--- config.mk ---
export PLATFORM = sky130hd
export DESIGN_NAME = rocc_resp_tracker_flat
export DESIGN_NICKNAME = d
export VERILOG_FILES = /design/src/rtl/rocc_resp_tracker_pkg.sv /design/src/rtl/rocc_resp_tracker_if.sv /design/src/rtl/rocc_resp_tracker_tag_fifo.sv /design/src/rtl/rocc_resp_tracker.sv /design/src/flat_wrapper.sv
export SDC_FILE = /design/constraint.sdc
export NUM_CORES = 1
export LEC_CHECK = 0
export BUFFER_PORTS_ARGS = -buffer_cell sky130_fd_sc_hd__buf_2
export CORE_MARGIN = 4
export CORE_UTILIZATION = 51
export CTS_CLUSTER_DIAMETER = 80
export DETAILED_ROUTE_END_ITERATION = 16
export GPL_ROUTABILITY_DRIVEN = 0
export GPL_TIMING_DRIVEN = 1
export PLACE_DENSITY_LB_ADDON = 0.1
export SETUP_SLACK_MARGIN = 0.05
export SYNTH_ARGS = -nofsm -noshare
export SYNTH_HDL_FRONTEND = slang
export SYNTH_HIERARCHICAL = 1
export SYNTH_SLANG_ARGS = --single-unit
--- constraint.sdc ---
create_clock -name clk_i -period 5.1 [get_ports clk_i]
set_input_delay 0.765 -clock clk_i [delete_from_list [all_inputs] [get_ports clk_i]]
set_output_delay 0.765 -clock clk_i [all_outputs]
set_load 0.01 [all_outputs]
--- src/rtl/rocc_resp_tracker_pkg.sv ---
`timescale 1ns/1ps
`default_nettype none
// ============================================================================
// Module  : rocc_resp_tracker_pkg
// Brief   : Shared types and RoCC instruction field helpers for the tracker.
// Revision: 1.0
// ============================================================================
package rocc_resp_tracker_pkg;

  localparam int TRANS_ID_BITS = 3;
  localparam int ROCC_XD_BIT   = 14;
  localparam int ROCC_RD_LSB   = 7;
  localparam int ROCC_RD_W     = 5;

  typedef struct packed {
    logic [ROCC_RD_W-1:0] resp_rd;
    logic [63:0]          resp_data;
  } rocc_resp_t;

  typedef struct packed {
    logic        valid;
    logic [63:0] cause;
  } exception_t;

  typedef struct packed {
    logic [TRANS_ID_BITS-1:0] trans_id;
    logic [ROCC_RD_W-1:0]     rd;
  } tag_t;

  function automatic logic rocc_xd(input logic [31:0] instr);
    return instr[ROCC_XD_BIT];
  endfunction

  function automatic logic [ROCC_RD_W-1:0] rocc_rd(input logic [31:0] instr);
    return instr[ROCC_RD_LSB +: ROCC_RD_W];
  endfunction

endpackage
`default_nettype wire

--- src/rtl/rocc_resp_tracker_if.sv ---
`timescale 1ns/1ps
`default_nettype none
// ============================================================================
// Module  : rocc_resp_tracker_if
// Brief   : Command-observe, response and writeback bundle of the tracker.
// Revision: 1.0
// ============================================================================
interface rocc_resp_tracker_if;
  import rocc_resp_tracker_pkg::*;

  logic                     cmd_fire_i;
  logic [TRANS_ID_BITS-1:0] cmd_trans_id_i;
  logic [31:0]              cmd_instr_i;
  logic                     alloc_ready_o;
  rocc_resp_t               rocc_resp_i;
  logic                     rocc_resp_valid_i;
  logic                     rocc_resp_ready_o;
  logic                     wb_valid_o;
  logic [TRANS_ID_BITS-1:0] wb_trans_id_o;
  logic [63:0]              wb_result_o;
  exception_t               wb_exception_o;

  modport slave (
    input  cmd_fire_i, cmd_trans_id_i, cmd_instr_i, rocc_resp_i, rocc_resp_valid_i,
    output alloc_ready_o, rocc_resp_ready_o, wb_valid_o, wb_trans_id_o, wb_result_o,
           wb_exception_o
  );

  modport master (
    output cmd_fire_i, cmd_trans_id_i, cmd_instr_i, rocc_resp_i, rocc_resp_valid_i,
    input  alloc_ready_o, rocc_resp_ready_o, wb_valid_o, wb_trans_id_o, wb_result_o,
           wb_exception_o
  );

endinterface
`default_nettype wire

--- src/rtl/rocc_resp_tracker_tag_fifo.sv ---
`timescale 1ns/1ps
`default_nettype none
// ============================================================================
// Module  : rocc_resp_tracker_tag_fifo
// Brief   : Tag FIFO of {trans_id, rd}; push/pop/clear, occupancy counter.
// Revision: 1.0
// ============================================================================
module rocc_resp_tracker_tag_fifo #(
  parameter int DEPTH = 4,
  parameter int W     = 8,
  parameter int CNT_W = $clog2(DEPTH + 1)
) (
  input  wire logic             clk_i,
  input  wire logic             rst_ni,
  input  wire logic             i_push,
  input  wire logic             i_pop,
  input  wire logic             i_clear,
  input  wire logic [W-1:0]     i_wdata,
  output logic      [W-1:0]     o_head,
  output logic      [CNT_W-1:0] o_count,
  output logic                  o_full,
  output logic                  o_empty
);

  localparam int PTR_W = $clog2(DEPTH);

  logic [W-1:0]     r_mem [DEPTH];
  logic [PTR_W-1:0] r_wr_ptr;
  logic [PTR_W-1:0] r_rd_ptr;
  logic [CNT_W-1:0] r_count;
  logic             w_push;
  logic             w_pop;

  assign o_full  = (r_count == CNT_W'(DEPTH));
  assign o_empty = (r_count == '0);
  assign o_count = r_count;
  assign o_head  = r_mem[r_rd_ptr];

  // A pop frees the head slot, so a full FIFO may still accept a push that cycle.
  assign w_pop  = i_pop & ~o_empty;
  assign w_push = i_push & (~o_full | w_pop);

  always_ff @(posedge clk_i or negedge rst_ni) begin
    if (!rst_ni) begin
      r_wr_ptr <= '0;
      r_rd_ptr <= '0;
      r_count  <= '0;
    end else if (i_clear) begin
      r_wr_ptr <= '0;
      r_rd_ptr <= '0;
      r_count  <= '0;
    end else begin
      if (w_push) r_wr_ptr <= r_wr_ptr + PTR_W'(1);
      if (w_pop)  r_rd_ptr <= r_rd_ptr + PTR_W'(1);
      case ({w_push, w_pop})
        2'b10:   r_count <= r_count + CNT_W'(1);
        2'b01:   r_count <= r_count - CNT_W'(1);
        default: r_count <= r_count;
      endcase
    end
  end

  always_ff @(posedge clk_i) begin
    if (w_push && !i_clear) r_mem[r_wr_ptr] <= i_wdata;
  end

endmodule
`default_nettype wire

--- src/rtl/rocc_resp_tracker.sv ---
`timescale 1ns/1ps
`default_nettype none
// ============================================================================
// Module  : rocc_resp_tracker
// Brief   : Matches RoCC responses to issuing trans_ids, drains flushed work.
// Revision: 1.0
// ============================================================================
module rocc_resp_tracker
  import rocc_resp_tracker_pkg::*;
#(
  parameter int DEPTH = 4,
  parameter int CNT_W = $clog2(DEPTH + 1)
) (
  input  wire logic             clk_i,
  input  wire logic             rst_ni,
  input  wire logic             flush_i,
  rocc_resp_tracker_if.slave    bus,
  output logic      [CNT_W-1:0] outstanding_o,
  output logic                  drain_busy_o,
  output logic                  rd_mismatch_o
);

  localparam int TAG_W = TRANS_ID_BITS + ROCC_RD_W;

  tag_t                     w_head;
  tag_t                     w_push_tag;
  logic [CNT_W-1:0]         w_count;
  logic                     w_full;
  logic                     w_empty;
  logic [CNT_W:0]           w_total;
  logic                     w_alloc_ready;
  logic                     w_push_req;
  logic                     w_push;
  logic                     w_resp_fire;
  logic                     w_draining;
  logic                     w_rd_hit;
  logic                     w_fifo_push;
  logic                     w_fifo_pop;
  logic                     w_wb_fire;
  logic                     w_mismatch;
  logic [CNT_W-1:0]         w_debt;
  logic [CNT_W-1:0]         w_drain_d;

  logic [CNT_W-1:0]         r_drain;
  logic                     r_wb_valid;
  logic [TRANS_ID_BITS-1:0] r_wb_trans_id;
  logic [63:0]              r_wb_result;
  logic                     r_mismatch;

  assign w_push_tag.trans_id = bus.cmd_trans_id_i;
  assign w_push_tag.rd       = rocc_rd(bus.cmd_instr_i);

  // Live entries plus unpaid flush debt together bound the work in flight.
  assign w_total       = {1'b0, w_count} + {1'b0, r_drain};
  assign w_alloc_ready = (w_total < (CNT_W + 1)'(DEPTH));
  assign w_push_req    = bus.cmd_fire_i & rocc_xd(bus.cmd_instr_i);
  assign w_push        = w_push_req & w_alloc_ready;
  assign w_resp_fire   = bus.rocc_resp_valid_i;
  assign w_draining    = (r_drain != '0);
  assign w_rd_hit      = ~w_empty & (bus.rocc_resp_i.resp_rd == w_head.rd);

  always_comb begin
    w_fifo_push = w_push & ~flush_i;
    w_fifo_pop  = 1'b0;
    w_wb_fire   = 1'b0;
    w_mismatch  = 1'b0;
    w_debt      = r_drain + w_count + CNT_W'(w_push);
    w_drain_d   = r_drain;
    if (flush_i) begin
      // Everything in flight becomes debt; a same-cycle response pays one unit.
      if (w_resp_fire) begin
        if (w_debt != '0) w_debt = w_debt - CNT_W'(1);
        else              w_mismatch = 1'b1;
      end
      w_drain_d = w_debt;
    end else if (w_resp_fire) begin
      if (w_draining) begin
        w_drain_d = r_drain - CNT_W'(1);
      end else if (w_rd_hit) begin
        w_fifo_pop = 1'b1;
        w_wb_fire  = 1'b1;
      end else begin
        w_mismatch = 1'b1;
      end
    end
  end

  rocc_resp_tracker_tag_fifo #(
    .DEPTH (DEPTH),
    .W     (TAG_W),
    .CNT_W (CNT_W)
  ) u_tag_fifo (
    .clk_i   (clk_i),
    .rst_ni  (rst_ni),
    .i_push  (w_fifo_push),
    .i_pop   (w_fifo_pop),
    .i_clear (flush_i),
    .i_wdata (w_push_tag),
    .o_head  (w_head),
    .o_count (w_count),
    .o_full  (w_full),
    .o_empty (w_empty)
  );

  always_ff @(posedge clk_i or negedge rst_ni) begin
    if (!rst_ni) begin
      r_drain       <= '0;
      r_wb_valid    <= 1'b0;
      r_wb_trans_id <= '0;
      r_wb_result   <= '0;
      r_mismatch    <= 1'b0;
    end else begin
      r_drain    <= w_drain_d;
      r_wb_valid <= w_wb_fire;
      r_mismatch <= w_mismatch;
      if (w_wb_fire) begin
        r_wb_trans_id <= w_head.trans_id;
        r_wb_result   <= bus.rocc_resp_i.resp_data;
      end
    end
  end

  assign bus.alloc_ready_o     = w_alloc_ready;
  assign bus.rocc_resp_ready_o = 1'b1;
  assign bus.wb_valid_o        = r_wb_valid;
  assign bus.wb_trans_id_o     = r_wb_trans_id;
  assign bus.wb_result_o       = r_wb_result;
  assign bus.wb_exception_o    = '0;
  assign outstanding_o         = w_count;
  assign drain_busy_o          = w_draining;
  assign rd_mismatch_o         = r_mismatch;

  // Issue must be gated by alloc_ready_o; a push past the limit is dropped.
  a_push_within_limit : assert property (
    @(posedge clk_i) disable iff (!rst_ni) w_push_req |-> w_alloc_ready
  );

  logic w_unused_full;
  assign w_unused_full = w_full;

endmodule
`default_nettype wire
--- src/flat_wrapper.sv ---
// flat-port wrapper written by rule: the top's interface ports become plain ports
module rocc_resp_tracker_flat import rocc_resp_tracker_pkg::*;
#(
  parameter int DEPTH = 4,
  parameter int CNT_W = $clog2(DEPTH + 1)
)
  (clk_i, rst_ni, flush_i, outstanding_o, drain_busy_o, rd_mismatch_o, bus_cmd_fire_i, bus_cmd_trans_id_i, bus_cmd_instr_i, bus_rocc_resp_i, bus_rocc_resp_valid_i, bus_alloc_ready_o, bus_rocc_resp_ready_o, bus_wb_valid_o, bus_wb_trans_id_o, bus_wb_result_o, bus_wb_exception_o);
  rocc_resp_tracker_if bus_i ();
  input  wire logic clk_i;
  input  wire logic rst_ni;
  input  wire logic flush_i;
  output logic      [CNT_W-1:0] outstanding_o;
  output logic drain_busy_o;
  output logic rd_mismatch_o;
  input wire logic [$bits(bus_i.cmd_fire_i)-1:0] bus_cmd_fire_i;
  input wire logic [$bits(bus_i.cmd_trans_id_i)-1:0] bus_cmd_trans_id_i;
  input wire logic [$bits(bus_i.cmd_instr_i)-1:0] bus_cmd_instr_i;
  input wire logic [$bits(bus_i.rocc_resp_i)-1:0] bus_rocc_resp_i;
  input wire logic [$bits(bus_i.rocc_resp_valid_i)-1:0] bus_rocc_resp_valid_i;
  output wire logic [$bits(bus_i.alloc_ready_o)-1:0] bus_alloc_ready_o;
  output wire logic [$bits(bus_i.rocc_resp_ready_o)-1:0] bus_rocc_resp_ready_o;
  output wire logic [$bits(bus_i.wb_valid_o)-1:0] bus_wb_valid_o;
  output wire logic [$bits(bus_i.wb_trans_id_o)-1:0] bus_wb_trans_id_o;
  output wire logic [$bits(bus_i.wb_result_o)-1:0] bus_wb_result_o;
  output wire logic [$bits(bus_i.wb_exception_o)-1:0] bus_wb_exception_o;
  assign bus_i.cmd_fire_i = bus_cmd_fire_i;
  assign bus_i.cmd_trans_id_i = bus_cmd_trans_id_i;
  assign bus_i.cmd_instr_i = bus_cmd_instr_i;
  assign bus_i.rocc_resp_i = bus_rocc_resp_i;
  assign bus_i.rocc_resp_valid_i = bus_rocc_resp_valid_i;
  assign bus_alloc_ready_o = bus_i.alloc_ready_o;
  assign bus_rocc_resp_ready_o = bus_i.rocc_resp_ready_o;
  assign bus_wb_valid_o = bus_i.wb_valid_o;
  assign bus_wb_trans_id_o = bus_i.wb_trans_id_o;
  assign bus_wb_result_o = bus_i.wb_result_o;
  assign bus_wb_exception_o = bus_i.wb_exception_o;
  rocc_resp_tracker #(.DEPTH(DEPTH), .CNT_W(CNT_W)) u_core (.clk_i(clk_i), .rst_ni(rst_ni), .flush_i(flush_i), .bus(bus_i), .outstanding_o(outstanding_o), .drain_busy_o(drain_busy_o), .rd_mismatch_o(rd_mismatch_o));
endmodule
Word-level counts from Yosys, hierarchy flattened --
Memories as Yosys holds them, arrays and structs flattened. Index checks and enable logic that the tools add are counted.
Storage, ports and cells: flip-flop bits (word level) 79, bits in writable memories 32, input bits 109, output and inout bits 140, word-level logic and storage cells 67, memories 1
Memories:
- u_core.u_tag_fifo.r_mem | words 4, width 8, rd ports 1, clocked after memory_dff 0, wr ports 1, RTL line rocc_resp_tracker_tag_fifo.sv:27 | logic [W-1:0] r_mem [DEPTH];
Cells by class: add/sub/neg operators 9, $lt $le $gt $ge 1, eq/ne operators 4, multiplexer cells 23, bitwise logic cells 10, reductions and logical operators 11
Operators by type and width (number):
- two-way mux 3 bit | 6
- two-way mux 1 bit | 12
- nonzero test 3 bit | 3
- subtractor 3 x 1 -> 3 bit (second input constant) | 3
- two-way mux 2 bit | 4
- nonzero test 2 bit | 4
- AND 1 bit | 6
- case mux 3 bit (2 select lines) | 1
- == test 5 bit | 1
- adder 2 x 1 -> 2 bit (second input constant) | 2
- adder 3 x 3 -> 4 bit | 1
- less-than comparator 4 x 3 -> 1 bit (second input constant) | 1
- adder 3 x 1 -> 3 bit | 1
- adder 3 x 1 -> 3 bit (second input constant) | 1
- adder 3 bit | 1
- == test 3 bit (second input constant) | 1
- zero test 3 bit | 1
- NOT 1 bit | 3
- == test 2 x 1 -> 1 bit (second input constant) | 1
- == test 2 bit (second input constant) | 1
- AND reduction 2 bit | 1
- logical AND 1 bit | 1
- zero test 1 bit | 1
- OR 1 bit | 1

Depth between registers and ports, before layout --
Gate-level depths: netlist of the first run.
depth in word-level cells 13, gate-level depth with buffers 15, gate-level depth less buffers 12

Cells and area by module --
The synthesis of the first run kept the hierarchy.
Modules (own cells, without submodules):
- rocc_resp_tracker | times used 1, cells an instance 265, area each 3572.2 um^2, sequential area each 1801.7 um^2
- rocc_resp_tracker_tag_fifo | times used 1, cells an instance 107, area each 1799.2 um^2, sequential area each 1136.1 um^2

Worst setup path before layout of the first run --
OpenSTA, ideal clock, no wires.
path type register to register, from register u_core.u_tag_fifo.r_count[1] (netlist: u_core/u_tag_fifo/o_count[1]), to register u_core.r_drain[1], setup time 0.118 ns, arrival time 3.532 ns, required time 4.982 ns, path slack 1.449 ns, cell stages (with the launch flop) 11, path buffers 0, clock period less this slack 3.651 ns, cell sequence dfrtp_1 ha_1 a2111oi_0 nand3_1 fa_1 fa_1 ha_1 ha_1 nor2b_1 mux2i_1 a21o_1
On the way: word-level cells in the longest chain between the ends 8, elaborated cells between the ends (all ways) 10, those cells by class add/sub: 4; order compare: 1; mux: 3; bitwise: 1; reduce/logical: 1
RTL lines:
- start: declaration | RTL line rocc_resp_tracker_tag_fifo.sv:30 | logic [CNT_W-1:0] r_count;
- start signal: assignment | RTL line rocc_resp_tracker_tag_fifo.sv:56 | 2'b10: r_count <= r_count + CNT_W'(1);
- start signal: assignment | RTL line rocc_resp_tracker_tag_fifo.sv:57 | 2'b01: r_count <= r_count - CNT_W'(1);
- start signal: assignment | RTL line rocc_resp_tracker_tag_fifo.sv:58 | default: r_count <= r_count;
- adder 3 x 3 -> 4 bit * | RTL line rocc_resp_tracker.sv:54 | assign w_total = {1'b0, w_count} + {1'b0, r_drain};
- less-than comparator 4 x 3 -> 1 bit * | RTL line rocc_resp_tracker.sv:55 | assign w_alloc_ready = (w_total < (CNT_W + 1)'(DEPTH));
- via bus_alloc_ready_o | RTL line flat_wrapper.sv:20 | output wire logic [$bits(bus_i.alloc_ready_o)-1:0] bus_alloc_ready_o;
- AND 1 bit * | RTL line rocc_resp_tracker.sv:57 | assign w_push = w_push_req & w_alloc_ready;
- adder 3 x 1 -> 3 bit * | RTL line rocc_resp_tracker.sv:67 | w_debt = r_drain + w_count + CNT_W'(w_push);
- subtractor 3 x 1 -> 3 bit / nonzero test 3 bit (equally long branches) | RTL line rocc_resp_tracker.sv:72 | if (w_debt != '0) w_debt = w_debt - CNT_W'(1);
- two-way mux 3 bit | RTL line rocc_resp_tracker.sv:72
- two-way mux 3 bit * | RTL line rocc_resp_tracker.sv:71 | if (w_resp_fire) begin
- two-way mux 3 bit * | RTL line rocc_resp_tracker.sv:69 | if (flush_i) begin
- end signal: assignment | RTL line rocc_resp_tracker.sv:113 | r_drain <= w_drain_d;
- end: declaration | RTL line rocc_resp_tracker.sv:44 | logic [CNT_W-1:0] r_drain;
The timed path passes the listed nets; every way through them passes the cells marked *. A chain may end at the register's enable or synchronous reset.

Worst setup path in the final report of the first run --
from register u_core.u_tag_fifo.r_count[1] (netlist: u_core/u_tag_fifo/o_count[1]), to register u_core.r_drain[1]
On the way: word-level cells in the longest chain between the ends 8, elaborated cells between the ends (all ways) 10, those cells by class add/sub: 4; order compare: 1; mux: 3; bitwise: 1; reduce/logical: 1
RTL lines (RTL line):
- adder 3 x 3 -> 4 bit | rocc_resp_tracker.sv:54
- less-than comparator 4 x 3 -> 1 bit | rocc_resp_tracker.sv:55
- AND 1 bit | rocc_resp_tracker.sv:57
- adder 3 x 1 -> 3 bit * | rocc_resp_tracker.sv:67
- subtractor 3 x 1 -> 3 bit / nonzero test 3 bit (equally long branches) | rocc_resp_tracker.sv:72
- two-way mux 3 bit | rocc_resp_tracker.sv:72
- two-way mux 3 bit * | rocc_resp_tracker.sv:71
- two-way mux 3 bit * | rocc_resp_tracker.sv:69
Mark *: on every way between the ends. The rest lies on a longest branch, timed or not.

==> results of run 1 <==
==> through the flow <==
stage / cells / hold WS, ps
finish: 662 / 509.6
global route: 662 / 523.5
CTS: 662 / 513.0
detailed placement: 646 / 487.5
global placement: 646 / 481.7
floorplan: 435 / 469.4
==> per-layer routing <==
| metal | global-route usage | vias up | part of all wire |
|---|---|---|---|
| met3 | 0.04110 | 10 | 0.058 |
| met1 | 0.2123 | 1498 | 0.44 |
| met4 | 0.05090 | 0 | 0.0099 |
| met2 | 0.2706 | 126 | 0.50 |
| met5 | 0 | - | 0 |
| li1 | - | 1459 | - |
==> final timing paths <==
path                                              start                      endpoint  slack (ps)
max                        u_core/u_tag_fifo/o_count[1]             u_core/r_drain[1]        1220
min in group asynchronous                        rst_ni     u_core/bus.wb_result_o[5]         530
max reg2reg                u_core/u_tag_fifo/o_count[1]             u_core/r_drain[1]        1220
min                          u_core/bus.wb_result_o[19]    u_core/bus.wb_result_o[19]         510
max in group asynchronous                        rst_ni  u_core/u_tag_fifo/o_count[2]        3860
min reg2reg                  u_core/bus.wb_result_o[19]    u_core/bus.wb_result_o[19]         510
==> where the power goes <==
group	internal [W]	leakage [nW]	switching, W
Clock	0.000192	0.0996	0.000307
Combinational	0.000109	1.77	0.000153
Sequential	0.000939	1.38	0.0000192
==> worst max-delay path, stage by stage (launching register included) <==
cell and delay, ps:
dfrtp_1 780, ha_1 340, a2111oi_0 550, nand3_1 230, fa_1 430, fa_1 460
ha_1 240, ha_1 210, nor2b_1 220, mux2i_1 230, a21o_1 130
==> area by class of cell <==
type | instances | share of cell area
flip-flops and latches | 111 | 0.4768
multi-input cells | 230 | 0.3276
repair buffers | 158 | 0.1296
well taps | 136 | 0.02762
clock buffers | 9 | 0.02011
clock inverters | 7 | 0.01158
inverters | 11 | 0.006702
==> state kept, by name, indices dropped and copies added (netlist names) <==
register / flops
u_core/bus.wb_result_o: 64
u_core/bus.wb_trans_id_o: 3
u_core/bus.wb_valid_o: 1
u_core/r_drain: 3
u_core/rd_mismatch_o: 1
u_core/u_tag_fifo/o_count: 3
u_core/u_tag_fifo/r_mem: 32
u_core/u_tag_fifo/r_rd_ptr: 2
u_core/u_tag_fifo/r_wr_ptr: 2
==> impl_metrics.ini, run 1 <==
[run_status]
status = finished, final reports clean

[floorplan]
io_pins = 249
die_w_um = 110.6
die_area_sq_um = 12220
die_h_um = 110.6
coreArea_sq_um = 10280
initial_core_util = 0.5219
rows = 37

[timing]
period_share = 0.7609
skew_ps = 15.77
setup_viol = 0
hold_viol_final = 0
min_period_ps = 3881
worst_slew_pin_slew_ps = 1017
tns_ps = 0
setup_slack_ps = 1219
drv_slew = 0
relSlewSlack = 0.3219
fmax_ghz = 0.2577
rsz0062_at_grt = no

[detailed_routing]
vias = 3093
via_per_inst = 4.672
dr.pass1.iters = 4
drtIter0Drc = 99
routed_wirelength_um = 10200
avgRoutedWirePerCell_um = 15.41
drcViolationCount = 0
ant_nets = 0

[synth]
ys_warn_count = 6
syn_area_sq_um = 5364
syn_area_per_cell_sq_um = 14.46
synthCells = 371

[cells_and_area]
seq_area_sq_um = 2938
mostFrequentLayoutCells = 155 x buf_2, 79 x dfrtp_1, 66 x conb_1
drive_above_1_share = 0.4867
multi_input_area_sq_um = 2018
final_core_util = 0.5995
fillerInstances = 872
stdcell_area_sq_um = 6161
layout_commonest_cell = buf_2
diodes = 0
area_delta_synth_final_pct = 14.86
layout.nets = 645

[global_routing]
grt_overflow = 0
gr-usage-all-layers = 0.1635
antenna_found_initial = 0
first_global_vias = 3095
grt_max_degree = 80
grt_pass1_wl_um = 16330

[placed_design]
placed_area_sq_um = 5966
dpl_worst_slack_ps = 1234
hpwl_um = 7547
portBuffers = 156

[setup_path]
required_ps = 5400
r2r_cells = 10
critPathLaunchType = flop
worst_setup_path_end_kind = flop
critPathKind = flop to flop
path_max_fanout = 13
arrival_ps = 4180

[min_path]
hold_path_depth = 1
hold_class = flop to flop

[cts]
cts_hold_buf = 0
cts_buffers = 9
clk_pin_slew_ps = 100
cts-root-buf = clkbuf_8
cts.sinks = 111
clk-insertion-delay-late_ps = 360
cts_tree = built
clockBufferDepth = 2
post_cts_buffers = 0
htree_levels = 3
cts-resized-gates = 0

[power]
fin_total_pwr_w = 0.001720
leakage_nw = 3.257
pwr_density_cell_nw_per_um2 = 279.2
vdd_drop_max_uv = 188.1

[run]
drv_cap = 0
(Power assumes the default switching activity.)
==> run 2, diff against run 1 <==
- CORE_UTILIZATION: 51 -> 47
- clock period: 5.1 -> 3.97 ns (I/O delays scaled with it)
==> impl_metrics.ini, run 2 (synthesized netlist as in run 1, its figures left out) <==
[run_status]
status = finished, final reports clean

[detailed_routing]
drcViolationCount = 0
vias = 3129
dr.pass1.iters = 4
via_per_inst = 4.663
drtIter0Drc = 116
routed_wirelength_um = 10810
avgRoutedWirePerCell_um = 16.10
ant_nets = 0

[setup_path]
path_max_fanout = 4
required_ps = 4250
arrival_ps = 3810
critPathKind = flop to flop
worst_setup_path_end_kind = flop
critPathLaunchType = flop
crit_start = u_core/r_drain[2]
r2r_start = u_core/r_drain[2]

[power]
vdd_drop_max_uv = 180.8
pwr_density_cell_nw_per_um2 = 388.1
leakage_nw = 3.319

[placed_design]
dpl.cell_count = 655
hpwl_um = 8069
portBuffers = 156
dpl_worst_slack_ps = 432.7

[timing]
drv_slew = 0
period_share = 0.8909
fmax_ghz = 0.2827
relSlewSlack = 0.3201
setup_slack_ps = 433.1
tns_ps = 0
min_period_ps = 3537
worst_slew_pin_slew_ps = 1020
setup_viol = 0
skew_ps = 10.17
hold_viol_final = 0
rsz0062_at_grt = no

[cts]
cts-resized-gates = 0
cts.sinks = 111
clk-insertion-delay-late_ps = 340
clockBufferDepth = 2
cts_hold_buf = 0
clk_pin_slew_ps = 70
post_cts_buffers = 0
htree_levels = 3
cts_tree = built
cts_buffers = 9
cts-root-buf = clkbuf_16

[floorplan]
die_w_um = 114.8
io_pins = 249
die_area_sq_um = 13190
die_h_um = 114.8
coreArea_sq_um = 10980
rows = 38
initial_core_util = 0.4884

[cells_and_area]
mostFrequentLayoutCells = 155 x buf_2, 79 x dfrtp_1, 66 x conb_1
largest_reg_flops = 64
fin_cells = 671
area_delta_synth_final_pct = 17.38
drive_above_1_share = 0.4878
diodes = 0
layout.nets = 650
layout_commonest_cell = buf_2

[global_routing]
grt_overflow = 0
grt_pass1_wl_um = 16460
first_global_vias = 3170
antenna_found_initial = 0
gr-usage-all-layers = 0.1601
grt_max_degree = 80

[run]
drv_cap = 0

[min_path]
hold_class = primary input to async pin
## run 2: final cells by class
cell class	instances	area [sq um]
Sequential cell	111	2938
Clock inverter	6	58.81
Multi-Input combinational cell	230	2018
Fill cell	944	4687
Inverter	11	41.29
Clock buffer	10	229.0
Tap cell	140	175.2
Timing Repair Buffer	163	835.8
## run 2: report_power, final
part / internal [W] / switching (W) / leakage (nW)
Clock: 0.000486 / 0.000390 / 0.134
Sequential: 0.00121 / 0.0000197 / 1.38
Combinational: 0.000140 / 0.000200 / 1.80
## run 2: worst paths after layout
| kind | endpoint | slack (ps) | cells past startpoint |
|---|---|---|---|
| worst max-delay path | u_core/r_drain[1] | 430 | 10 |
| worst min-delay path | u_core/bus.wb_result_o[0] | 420 | 1 |
| worst max register to register | u_core/r_drain[1] | 430 | 10 |
| worst min register to register | u_core/bus.wb_result_o[43] | 500 | 1 |
| max in group asynchronous | u_core/bus.wb_result_o[30] | 2880 | 1 |
| min in group clk_i | u_core/u_tag_fifo/r_mem[0][6] | 470 | 1 |
## run 2: layer usage
metal / up-vias / wire (um) / track usage
li1: 1474 / - / -
met5: - / 0 / 0
met4: 0 / 128 / 0.04695
met3: 13 / 815 / 0.03526
met1: 1521 / 4464 / 0.2062
met2: 121 / 5398 / 0.2732
## run 2: per-stage QoR
step           cell area [sq um]  hold slack (ps)    util  total power (W)
6_report                    6296            416.7  0.5733         0.002443
5_1_grt                     6296            450.2  0.5733         0.002594
4_1_cts                     6296            453.6  0.5733         0.002481
3_5_place_dp                6008            487.6  0.5470         0.001593
3_3_place_gp                6008            482.4  0.5470         0.001581
2_1_floorplan               5604            299.9       -         0.001514
## run 2: worst max-delay path, cell delays in order (launching register included)
cell and delay, ps:
dfrtp_1 410, ha_1 320, a2111oi_0 590, nand3_1 240, fa_1 430, fa_1 460, ha_1 230, ha_1 210
nor2b_1 200, mux2i_1 250, a21o_1 140
